--- config.mk ---
export PLATFORM = sky130hd
export DESIGN_NAME = fetch_unit
export DESIGN_NICKNAME = d
export VERILOG_FILES = /design/src/rtl/fetch_unit_pkg.sv /design/src/rtl/fetch_unit_flag_reg.sv /design/src/rtl/fetch_unit.sv
export SDC_FILE = /design/constraint.sdc
export NUM_CORES = 1
export LEC_CHECK = 0
export ABC_AREA = 1
export BUFFER_PORTS_ARGS = -buffer_cell sky130_fd_sc_hd__buf_4
export CAP_MARGIN = 15
export CORE_MARGIN = 10
export CORE_UTILIZATION = 30
export CTS_CLUSTER_SIZE = 20
export DETAILED_ROUTE_END_ITERATION = 8
export PLACE_DENSITY_LB_ADDON = 0.25
export SYNTH_ARGS = -nofsm -noshare
export SYNTH_HDL_FRONTEND = slang
export SYNTH_SLANG_ARGS = --single-unit
--- constraint.sdc ---
create_clock -name clk -period 2.8 [get_ports clk]
set_input_delay 0 -clock clk [delete_from_list [all_inputs] [get_ports clk]]
set_output_delay 0 -clock clk [all_outputs]
set_load 0.01 [all_outputs]
--- src/rtl/fetch_unit_pkg.sv ---
// Shared definitions for the instruction fetch front end: FSM states, opcode
// constants shared with the control unit, and default widths.
package fetch_unit_pkg;

    localparam int IW_DEF    = 18;
    localparam int AW_DEF    = 10;
    localparam int OFS_W_DEF = 10;

    // Opcode constants, kept in step with the control unit's opcode list
    localparam logic [3:0] OP_HALT = 4'b0000;
    localparam logic [3:0] OP_CMP  = 4'b1010;

    typedef enum logic [1:0] {
        ST_IDLE  = 2'd0,
        ST_FETCH = 2'd1,
        ST_EXEC  = 2'd2,
        ST_HALT  = 2'd3
    } fetch_state_e;

endpackage

--- src/rtl/fetch_unit_flag_reg.sv ---
// ZF/CF status register: loads both flags together when we=1, clears on
// asynchronous active-low reset.
module flag_reg (
    input  logic clk,
    input  logic rst_n,
    input  logic we,
    input  logic zf_d,
    input  logic cf_d,
    output logic zf,
    output logic cf
);

    always_ff @(posedge clk or negedge rst_n) begin
        if (!rst_n) begin
            zf <= 1'b0;
            cf <= 1'b0;
        end else if (we) begin
            zf <= zf_d;
            cf <= cf_d;
        end
    end

endmodule

--- src/rtl/fetch_unit.sv ---
// Instruction fetch front end: PC, instruction register, flags and the
// IDLE/FETCH/EXEC(/HALT) sequencer. Define FETCH_UNIT_HALT_EN to make opcode 0000 halt.
module fetch_unit
    import fetch_unit_pkg::*;
#(
    parameter int IW    = IW_DEF,
    parameter int AW    = AW_DEF,
    parameter int OFS_W = OFS_W_DEF
) (
    input  logic          clk,
    input  logic          reset,
    input  logic          start,
    output logic          imem_req,
    output logic [AW-1:0] imem_addr,
    input  logic [IW-1:0] imem_rdata,
    input  logic          imem_valid,
    output logic [IW-1:0] instr,
    output logic [3:0]    opcode,
    output logic          instr_valid,
    output logic          ZF,
    output logic          CF,
    input  logic          alu_zf,
    input  logic          alu_cf,
    input  logic          mem_busy,
    input  logic          pc_write,
    input  logic          branch,
    output logic [AW-1:0] pc,
    output logic          halted,
    output fetch_state_e  dbg_state
);

    // Instruction memory handshake: imem_req stays high with imem_addr held at
    // pc until the first cycle imem_valid=1, which completes the transfer;
    // imem_valid in any other cycle carries no meaning and is ignored.

    fetch_state_e         state;
    logic                 exec_done;
    logic                 flag_we;
    logic signed [OFS_W-1:0] ofs_field;
    logic [AW-1:0]        ofs_ext;
    logic [AW-1:0]        pc_inc;
    logic [AW-1:0]        pc_next;
    logic                 unused_branch;

    // Branch-taken status is informational; pc_write alone selects the target
    assign unused_branch = branch;

    assign opcode    = instr[IW-1:IW-4];
    assign imem_addr = pc;
    assign dbg_state = state;

    assign ofs_field = instr[OFS_W-1:0];
    assign ofs_ext   = AW'(ofs_field);
    assign pc_inc    = pc + AW'(1);
    assign pc_next   = pc_write ? (pc_inc + ofs_ext) : pc_inc;

    assign exec_done = (state == ST_EXEC) && !mem_busy;
    assign flag_we   = exec_done && (opcode == OP_CMP);

    flag_reg u_flag_reg (
        .clk   (clk),
        .rst_n (reset),
        .we    (flag_we),
        .zf_d  (alu_zf),
        .cf_d  (alu_cf),
        .zf    (ZF),
        .cf    (CF)
    );

`ifdef FETCH_UNIT_HALT_EN
    logic halted_q;
    logic halt_op;

    assign halt_op = (opcode == OP_HALT);
    assign halted  = halted_q;

    always_ff @(posedge clk or negedge reset) begin
        if (!reset) begin
            state       <= ST_IDLE;
            pc          <= '0;
            instr       <= '0;
            imem_req    <= 1'b0;
            instr_valid <= 1'b0;
            halted_q    <= 1'b0;
        end else begin
            case (state)
                ST_IDLE: begin
                    if (start) begin
                        state    <= ST_FETCH;
                        imem_req <= 1'b1;
                    end
                end
                ST_FETCH: begin
                    if (imem_valid) begin
                        instr       <= imem_rdata;
                        state       <= ST_EXEC;
                        imem_req    <= 1'b0;
                        instr_valid <= 1'b1;
                    end
                end
                ST_EXEC: begin
                    if (!mem_busy) begin
                        instr_valid <= 1'b0;
                        // A halting instruction leaves pc pointing at itself
                        if (halt_op) begin
                            state    <= ST_HALT;
                            halted_q <= 1'b1;
                        end else begin
                            pc       <= pc_next;
                            state    <= ST_FETCH;
                            imem_req <= 1'b1;
                        end
                    end
                end
                ST_HALT: begin
                    state <= ST_HALT;
                end
                default: begin
                    state       <= ST_IDLE;
                    imem_req    <= 1'b0;
                    instr_valid <= 1'b0;
                end
            endcase
        end
    end
`else
    assign halted = 1'b0;

    always_ff @(posedge clk or negedge reset) begin
        if (!reset) begin
            state       <= ST_IDLE;
            pc          <= '0;
            instr       <= '0;
            imem_req    <= 1'b0;
            instr_valid <= 1'b0;
        end else begin
            case (state)
                ST_IDLE: begin
                    if (start) begin
                        state    <= ST_FETCH;
                        imem_req <= 1'b1;
                    end
                end
                ST_FETCH: begin
                    if (imem_valid) begin
                        instr       <= imem_rdata;
                        state       <= ST_EXEC;
                        imem_req    <= 1'b0;
                        instr_valid <= 1'b1;
                    end
                end
                ST_EXEC: begin
                    if (!mem_busy) begin
                        pc          <= pc_next;
                        state       <= ST_FETCH;
                        imem_req    <= 1'b1;
                        instr_valid <= 1'b0;
                    end
                end
                default: begin
                    state       <= ST_IDLE;
                    imem_req    <= 1'b0;
                    instr_valid <= 1'b0;
                end
            endcase
        end
    end
`endif

endmodule

Yosys cells after proc, flatten, opt, wreduce, memory -nomap -nowiden
Cells that the tools add are included.
{"block": "op_classes", "n_eq_ne": 6, "n_reduce_logical": 8, "bitwise_logic": 2, "addsub": 2, "muxes": 12}
{"op": "10-bit by 1-bit adder with 10-bit output (second input constant)", "count": 1}
{"op": "10-bit adder", "count": 1}
{"op": "10-bit two-way mux", "count": 1}
{"op": "2-bit two-way mux", "count": 3}
{"op": "2-bit != test (second input constant)", "count": 3}
{"op": "1-bit case mux with 3 select lines", "count": 2}
{"op": "2-bit case mux with 3 select lines", "count": 1}
{"op": "3-bit AND reduction", "count": 2}
{"op": "1-bit two-way mux", "count": 5}
{"op": "4-bit equality test (second input constant)", "count": 1}
{"op": "2-bit AND reduction", "count": 2}
{"op": "2-bit by 1-bit equality test with 1-bit output (second input constant)", "count": 1}
{"op": "2-bit equality test (second input constant)", "count": 1}
{"op": "1-bit logical AND", "count": 2}
{"op": "2-bit zero test", "count": 1}
{"op": "1-bit NOT", "count": 2}
{"op": "1-bit zero test", "count": 1}
{"block": "word_totals", "wordCells": 37, "in_bits": 27, "output_inout_bits": 49, "register_bits": 34}

Longest topological paths before layout
Gate-level depths: netlist of run 1.
{"block": "depth", "ltp_word": 3, "mapped_depth": 16, "mapped_depth_nobuf": 16}

Cells and area by module
Synthesis of run 1 repeated with hierarchy kept, for this count alone.
{"block": "hier_totals", "cells_unflattened": 252, "area_unflattened_um2": 2118.3}
{"mod": "fetch_unit", "area_per_inst_um2": 2042.0, "cells_per_inst": 243, "seq_area_each_um2": 775.7, "instances": 1}
{"mod": "flag_reg", "area_per_inst_um2": 76.3, "cells_per_inst": 9, "seq_area_each_um2": 50.0, "instances": 1}

Worst setup path before layout of run 1
Ideal clock, no wire load.
{"block": "synth_path", "kind": "flip-flop to flip-flop", "from": "register pc[1], in the netlist imem_addr[1]", "to": "register pc[9], in the netlist imem_addr[9]", "period_less_slack_ns": 2.187, "t_required_ns": 2.683, "setup_ns": 0.117, "setup_slack_ns": 0.613, "path_stages_with_launch": 16, "arrival_ns": 2.070, "n_path_buf": 0, "path_cell_list": "dfrtp_1 > ha_1 > nand3_1 > nor2_1 > nand2_1 > xor2_1 > inv_1 > ha_1 > nand2_1 > nand2_1 > a21oi_1 > nand4_1 > nand3_1 > nand2_1 > nand3_1 > nand2_1"}
{"block": "synth_between", "elab_chain_len": 3}
{"element": "start: declaration", "line": "fetch_unit.sv:27", "rtl": "output logic [AW-1:0] pc,"}
{"element": "start signal: assignment", "line": "fetch_unit.sv:154", "rtl": "pc <= pc_next;"}
{"element": "10-bit by 1-bit adder with 10-bit output (*)", "line": "fetch_unit.sv:54", "rtl": "assign pc_inc = pc + AW'(1);"}
{"element": "10-bit adder", "line": "fetch_unit.sv:55", "rtl": "assign pc_next = pc_write ? (pc_inc + ofs_ext) : pc_inc;"}
{"element": "10-bit two-way mux (*)", "line": "fetch_unit.sv:55"}
Mark *: on every way between the ends. The rest lies on a longest branch, timed or not.
A chain may end at the register's enable or synchronous reset.

Worst setup path after layout of run 1
{"block": "layout_path", "from": "register pc[0], in the netlist imem_addr[0]", "to": "register pc[9], in the netlist imem_addr[9]"}
Same word-level chain as after synthesis.

==> impl_results.md, run 1 <==
* Status: completed
* Final GP Congestion at a little over 0.8
* Global-route wire length before repair at 9.16 mm
* Post-Route WL at 5.49 mm
* Critical Path AT at 2.57 ns
* Initial antenna violation count at 0
* Chip width at 103 um
* Min cycle time layout at 2.39 ns
* RR Endpoint: imem_addr[9]
* Initial cell density of the core at between 30% and 40%
* WL/cell at roughly 14 um
* CP Class: flip-flop to flip-flop
* Root buf cell: clkbuf_8
* Hpwl dp at 4.20 mm
* Layout cell share with drive strength beyond 1 at 33.0%
* Multiplexer share of the synthesized area at 10.3%
* H-Tree Depth at 2
* DRC errors left at 0
* EDFF count, synth at 0
* Pre-CTS setup slack at 0.388 ns
* Commonest non-fill, non-tap cell in the layout: buf_4
* Largest net degree at the start of global routing at 34
* # setup viols final at 0
* Mapped Area at 2080 sq um
* Total negative slack at 0 ns
* Final slew viol count at 0
* Compound-Gate Fraction of Synth Area at 7.04%
* R2R Setup Slk at approximately 0.41 ns
* Most frequent cells in the layout: buf_4 (75), nand2_1 (51), dfrtp_1 (33)
* Synth Net Count at 277
* Vias/cell at approximately 4.5
* Clk pin slew, worst setup/hold paths at 0.07 ns
* # fillers at 688
* Ys flop type: dfrtp_1
* Antenna cells at 0
* Fmax at between 400 and 500 MHz
* Final ANT Viol Nets at 0
* Clk buf depth at 2
* Syn Area/Cell at 8.70 sq um
* CP startpoint: imem_addr[0]
* PwrDens at 1200 nW/um^2
* Period utilization at 85.2%
* Yosys cell types at 29
* Hold WC Path Type: primary input to flip-flop
* Cell depth of the worst flop-to-flop path at 15
* CTS buffer count at 5
* Crit path required time at 2.98 ns
* Maximum vdd drop at 0.475 mV
* Clock skew at between 0.002 and 0.0025 ns
* Combinational family with the most area after synthesis: simple AND/OR/NAND/NOR gates
* Seq/Total Area, Yosys at 39.7%
* PnR worst setup slack at between 0.4 and 0.5 ns
* I/O pin count at between 70 and 80
* Pre-antenna DRT Iters at 4
* Vias in the first global route at a little under 2000
* Ys async rst share at 100%
* Core ar. at around 6800 sq um
* Critical-path maximum fanout at 5
* Die ar. at roughly 11000 sq um
* Drt first-iter violations at 66
* Critical R2R Launch: imem_addr[0]
* Placed cell areas at about 2600 sq um
* Die Ht at 103 um
* Gr ovfl total at 0
* Hold Vio Cnt, Final at 0
* Yosys Warn Count at 0
* Post-layout nets at 361
* GRT Util Overall at 10.8%
* RSZ-0062 raised after global routing: no
* Num rows at 30
* Fraction of the mapped netlist area in simple logic gates at approximately 18%
* Critical path capture point: imem_addr[9]
* Setup crit start kind: flip-flop
* Post-synthesis xor/xnor area fraction at 5.05%
* Post-Syn Instances at 239
* CP endpoint kind: flip-flop
* P&R area growth vs syn at 39.3%
* LEAKAGE at ~1.5 nW
* CTS tree: built
* IO Port Bufs at 73
* Yosys reg bits at 33
* Adder-cell share of the synthesized area at 6.98%
* Cell area after layout at slightly below 3000 sq um
* Max cap viols at 0
* Vias post-DR at 1820
* Clk Latency, worst-skew pair at between 0.2 and 0.3 ns
* # clock sinks at 33
==> final cells by class <==
type	instances	area [sq um]	share of cell area, %
clock buffer	6	72.6	2.51
clock inverter	2	10.0	0.346
inverter	26	97.6	3.37
multi-input combinational	159	997	34.4
sequential	33	826	28.5
tap	80	100	3.46
timing repair buffer	98	793	27.4
==> worst max-delay path: stages, from the launching register on <==
cell and delay (ns):
dfrtp_1 0.41, ha_1 0.20, nand3_1 0.14, nor2_1 0.12
nand2_1 0.07, xor2_1 0.18, inv_1 0.07, ha_1 0.34
nand2_1 0.09, nand2_1 0.06, a21oi_1 0.17, nand4_1 0.15
nand3_1 0.11, nand2_1 0.05, nand3_1 0.06, nand2_1 0.05
==> flip-flops by register name, indices dropped and copies added, names as in the netlist <==
| name | flops |
|---|---|
| imem_addr | 10 |
| u_flag_reg.zf | 1 |
| dbg_state | 2 |
| instr | 18 |
| u_flag_reg.cf | 1 |
| instr_valid | 1 |
==> what timing repair did <==
| action | 4_1_cts | 5_1_grt |
|---|---|---|
| resized for setup | 0 | 0 |
| endpoints found under the hold margin | 55 | 0 |
| buffers inserted | 0 | 0 |
| hold buffers | 23 | 0 |
==> synth_stat cells (all sizes together) (2+ instances only) <==
cell,instances,area [sq um]
a21oi,10,50.1
buf,19,138
clkbuf,2,21.3
dfrtp,33,826
ha,10,125
inv,26,97.6
mux2,19,214
nand2,52,198
nand3,15,75.1
nand4,5,31.3
nor2,15,61.3
o21ai,12,60.1
xnor2,3,26.3
xor2,9,78.8
==> metrics by stage <==
stage	cells	power [mW]	hold slack [ns]	util, %
6_report	404	3.48	0.0425	42.9
5_1_grt	404	3.86	0.0467	42.9
4_1_cts	404	3.54	0.0278	42.9
3_5_place_dp	373	3.13	-0.0231	38.2
3_3_place_gp	373	3.12	-0.0222	38.2
2_1_floorplan	239	2.43	-0.296	-
==> routing by layer <==
| metal | vias up | track usage [%] | share of wire [%] |
|---|---|---|---|
| met1 | 819 | 12.3 | 43 |
| met5 | - | 0 | 0 |
| met2 | 63 | 17.8 | 45 |
| met3 | 5 | 4.85 | 11 |
| met4 | 0 | 2.89 | 1.1 |
| li1 | 933 | - | - |
==> logic make-up (layout without fill, tap and decap cells) <==
logic type / Yosys count / in the layout
AO/OA/AOI/OAI: 27 / 27
AND/OR/NAND/NOR: 89 / 89
flip-flops: 33 / 33
buffers and inverters: 47 / 132
XOR/XNOR: 12 / 12
other: 1 / 1
adder cells (fa/ha/maj): 11 / 11
multiplexers: 19 / 19
==> power breakdown <==
group	leakage [nW]	internal, mW	total [mW]	switching, mW
logic	1.06	1.05	2.17	1.12
clock network	0.0450	0.172	0.353	0.181
registers	0.398	0.705	0.953	0.248
total	1.50	1.93	3.48	1.55
==> worst min-delay path by stage <==
stage                     startpoint      endpoint  slack (ns)  cells after the start
final                     imem_valid  dbg_state[0]        0.04                      3
after global routing      imem_valid  dbg_state[0]        0.05                      3
after CTS                 imem_valid  dbg_state[0]        0.03                      3
after detailed placement       reset     instr[12]       -0.02                      1
after global placement         reset     instr[12]       -0.02                      1
after floorplan                reset  dbg_state[0]       -0.30                      0
Note: power is estimated with default switching activity, not from simulation.
==> inputs of run 2 (changes only) <==
--- a/config.mk
+++ b/config.mk
@@ -10,6 +10,7 @@
 export CAP_MARGIN = 15
 export CORE_MARGIN = 10
 export CORE_UTILIZATION = 30
+export CTS_BUF_LIST = sky130_fd_sc_hd__clkbuf_4
 export CTS_CLUSTER_SIZE = 20
 export DETAILED_ROUTE_END_ITERATION = 8
 export PLACE_DENSITY_LB_ADDON = 0.25
==> impl_results.md, run 2 (synthesis gave the netlist of run 1 again) <==
* Status: completed (unchanged)
* Hpwl dp at 4.20 mm (unchanged)
* Pre-antenna DRT Iters at 4 (unchanged)
* Fmax at 419 MHz (about the same)
* Cell depth of the worst flop-to-flop path at 15 (unchanged)
* CP startpoint: imem_addr[0] (unchanged)
* Hold Vio Cnt, Final at 0 (unchanged)
* Vias/cell at 4.50 (about the same)
* Most frequent cells in the layout: buf_4 (75), nand2_1 (51), dfrtp_1 (33) (unchanged)
* Clk Latency, worst-skew pair at 0.34 ns (was 0.29 ns)
* WL/cell at 13.5 um (was 13.6 um)
* Delay-heaviest family, CP: simple AND/OR/NAND/NOR gates (unchanged)
* Endpoint of the worst hold-timing path: dbg_state[1] (was dbg_state[0])
* Critical-path maximum fanout at 5 (unchanged)
* Clock skew at 0.00404 ns (was 0.00248 ns)
* Post-Route WL at 5.48 mm (was 5.49 mm)
* Area of the multi-input gates at 997 sq um (unchanged)
* Num rows at 30 (unchanged)
* LEAKAGE at 1.50 nW (about the same)
* Cell area after layout at 2890 sq um (was 2900 sq um)
* Max cap viols at 0 (unchanged)
* R2R Setup Slk at 0.41 ns (about the same)
* Final hold slack at 0.101 ns (was 0.0425 ns)
* Vias in the first global route at 1952 (was 1951)
* Maximum vdd drop at 0.474 mV (was 0.475 mV)
* Die ar. at 10700 sq um (unchanged)
* Sequential Area at 826 sq um (unchanged)
* IO Port Bufs at 73 (unchanged)
* RR Endpoint: imem_addr[9] (unchanged)
* Layout cell share with drive strength beyond 1 at 33.1% (was 33.0%)
* Largest net degree at the start of global routing at 34 (unchanged)
* # clock sinks at 33 (unchanged)
* # fillers at 682 (was 688)
* Commonest non-fill, non-tap cell in the layout: buf_4 (unchanged)
* Critical Path AT at 2.63 ns (was 2.57 ns)
* Crit path buf inv count at 1 (unchanged)
* Post_cts resized at 0 (unchanged)
* Min-delay src: imem_valid (unchanged)
* Setup crit start kind: flip-flop (unchanged)
* Initial antenna violation count at 0 (unchanged)
* Hold WC Path Type: primary input to flip-flop (unchanged)
* Tot Pwr at 3.41 mW (was 3.48 mW)
* Core ar. at 6760 sq um (unchanged)
* CP endpoint kind: flip-flop (unchanged)
* Chip width at 103 um (unchanged)
* CP Class: flip-flop to flip-flop (unchanged)
* # setup viols final at 0 (unchanged)
* Final slew viol count at 0 (unchanged)
* DRC errors left at 0 (unchanged)
* Final ANT Viol Nets at 0 (unchanged)
* Vias post-DR at 1828 (was 1820)
* Postcts setup bufs at 0 (unchanged)
* Die Ht at 103 um (unchanged)
* PwrDens at 1180 nW/um^2 (was 1200 nW/um^2)
* Crit path required time at 3.05 ns (was 2.98 ns)
* CTS tree: built (unchanged)
* Placed cell areas at 2580 sq um (unchanged)
* P&R area growth vs syn at 38.9% (was 39.3%)
* Slowest stage delay, CP at 0.43 ns (was 0.41 ns)
* RSZ-0062 raised after global routing: no (unchanged)
* Post-layout nets at 363 (was 361)
* Clk pin slew, worst setup/hold paths at 0.11 ns (was 0.07 ns)
* Total negative slack at 0 ns (unchanged)
* Antenna cells at 0 (unchanged)
* Drt first-iter violations at 36 (was 66)
* Hold depth at 3 (unchanged)
* Critical R2R Launch: imem_addr[0] (unchanged)
* GRT Util Overall at 10.8% (about the same)
* Period utilization at 85.3% (was 85.2%)
* CTS buffer count at 5 (unchanged)
* Biggest register: instr (unchanged)
* I/O pin count at 76 (unchanged)
* Gr ovfl total at 0 (unchanged)
* CP cell instances: ha_1, nand3_1, nor2_1, nand2_1, xor2_1, inv_1, ha_1, nand2_1, nand2_1, a21oi_1, nand4_1, nand3_1, nand2_1, nand3_1, nand2_1 (unchanged)
* Min cycle time layout at 2.39 ns (about the same)
* Initial cell density of the core at 30.8% (unchanged)
* Max reg flops at 18 (unchanged)
* Root buf cell: clkbuf_4 (was clkbuf_8)
* H-Tree Depth at 2 (unchanged)
* CP max stage cell: dfrtp_1 (unchanged)
* Final GP Congestion at 0.829 (unchanged)
* CP dominant cell by count: nand2_1 (unchanged)
* Clk buf depth at 2 (unchanged)
* Global-route wire length before repair at 9.15 mm (was 9.16 mm)
-- run 2: worst reg2reg max path, stage by stage, from the launching register on --
cell and delay (ns):
dfrtp_1 0.43, ha_1 0.20, nand3_1 0.14, nor2_1 0.12, nand2_1 0.07, xor2_1 0.18, inv_1 0.07, ha_1 0.34
nand2_1 0.09, nand2_1 0.06, a21oi_1 0.17, nand4_1 0.15, nand3_1 0.11, nand2_1 0.05, nand3_1 0.06, nand2_1 0.05
-- run 2: report_power, final --
| part | total, mW | switching [mW] | internal, mW |
|---|---|---|---|
| clock network | 0.279 | 0.174 | 0.105 |
| registers | 0.952 | 0.249 | 0.703 |
| logic | 2.18 | 1.12 | 1.07 |
-- run 2: cell type report --
class / instances / area share [%]
well taps: 80 / 3.46
clock inverters: 2 / 0.346
flip-flops and latches: 33 / 28.6
repair buffers: 100 / 28.2
inverters: 26 / 3.38
multi-input cells: 159 / 34.5
clock buffers: 6 / 1.56
-- run 2: worst max path at each step --
stage	end	slack, ns	depth (start not counted)
4_1_cts	imem_addr[9]	0.37	15
2_1_floorplan	imem_addr[9]	0.61	15
5_1_grt	imem_addr[9]	0.06	15
3_3_place_gp	imem_addr[9]	0.43	15
3_5_place_dp	imem_addr[9]	0.39	15
6_report	imem_addr[9]	0.41	15
-- run 2: timing repair --
| action | 4_1_cts | 5_1_grt |
|---|---|---|
| hold endpoints to repair | 57 | 0 |
| setup endpoints to repair | 0 | 0 |
| hold buffers | 25 | 0 |
-- run 2: metrics by stage --
step	setup WS (ns)	std cells	util, %
floorplan	0.613	239	-
global placement	0.430	373	38.2
detailed placement	0.388	373	38.2
CTS	0.370	406	42.8
global route	0.0619	406	42.8
finish	0.411	406	42.8
-- run 2: routing by layer --
metal  vias to the layer above  GRT usage (%)  wire length [um]
met2                        62           17.8              2470
met5                         -              0                 0
met4                         0           3.21                65
met1                       823           12.2              2360
met3                         5           5.12               584
li1                        938              -                 -
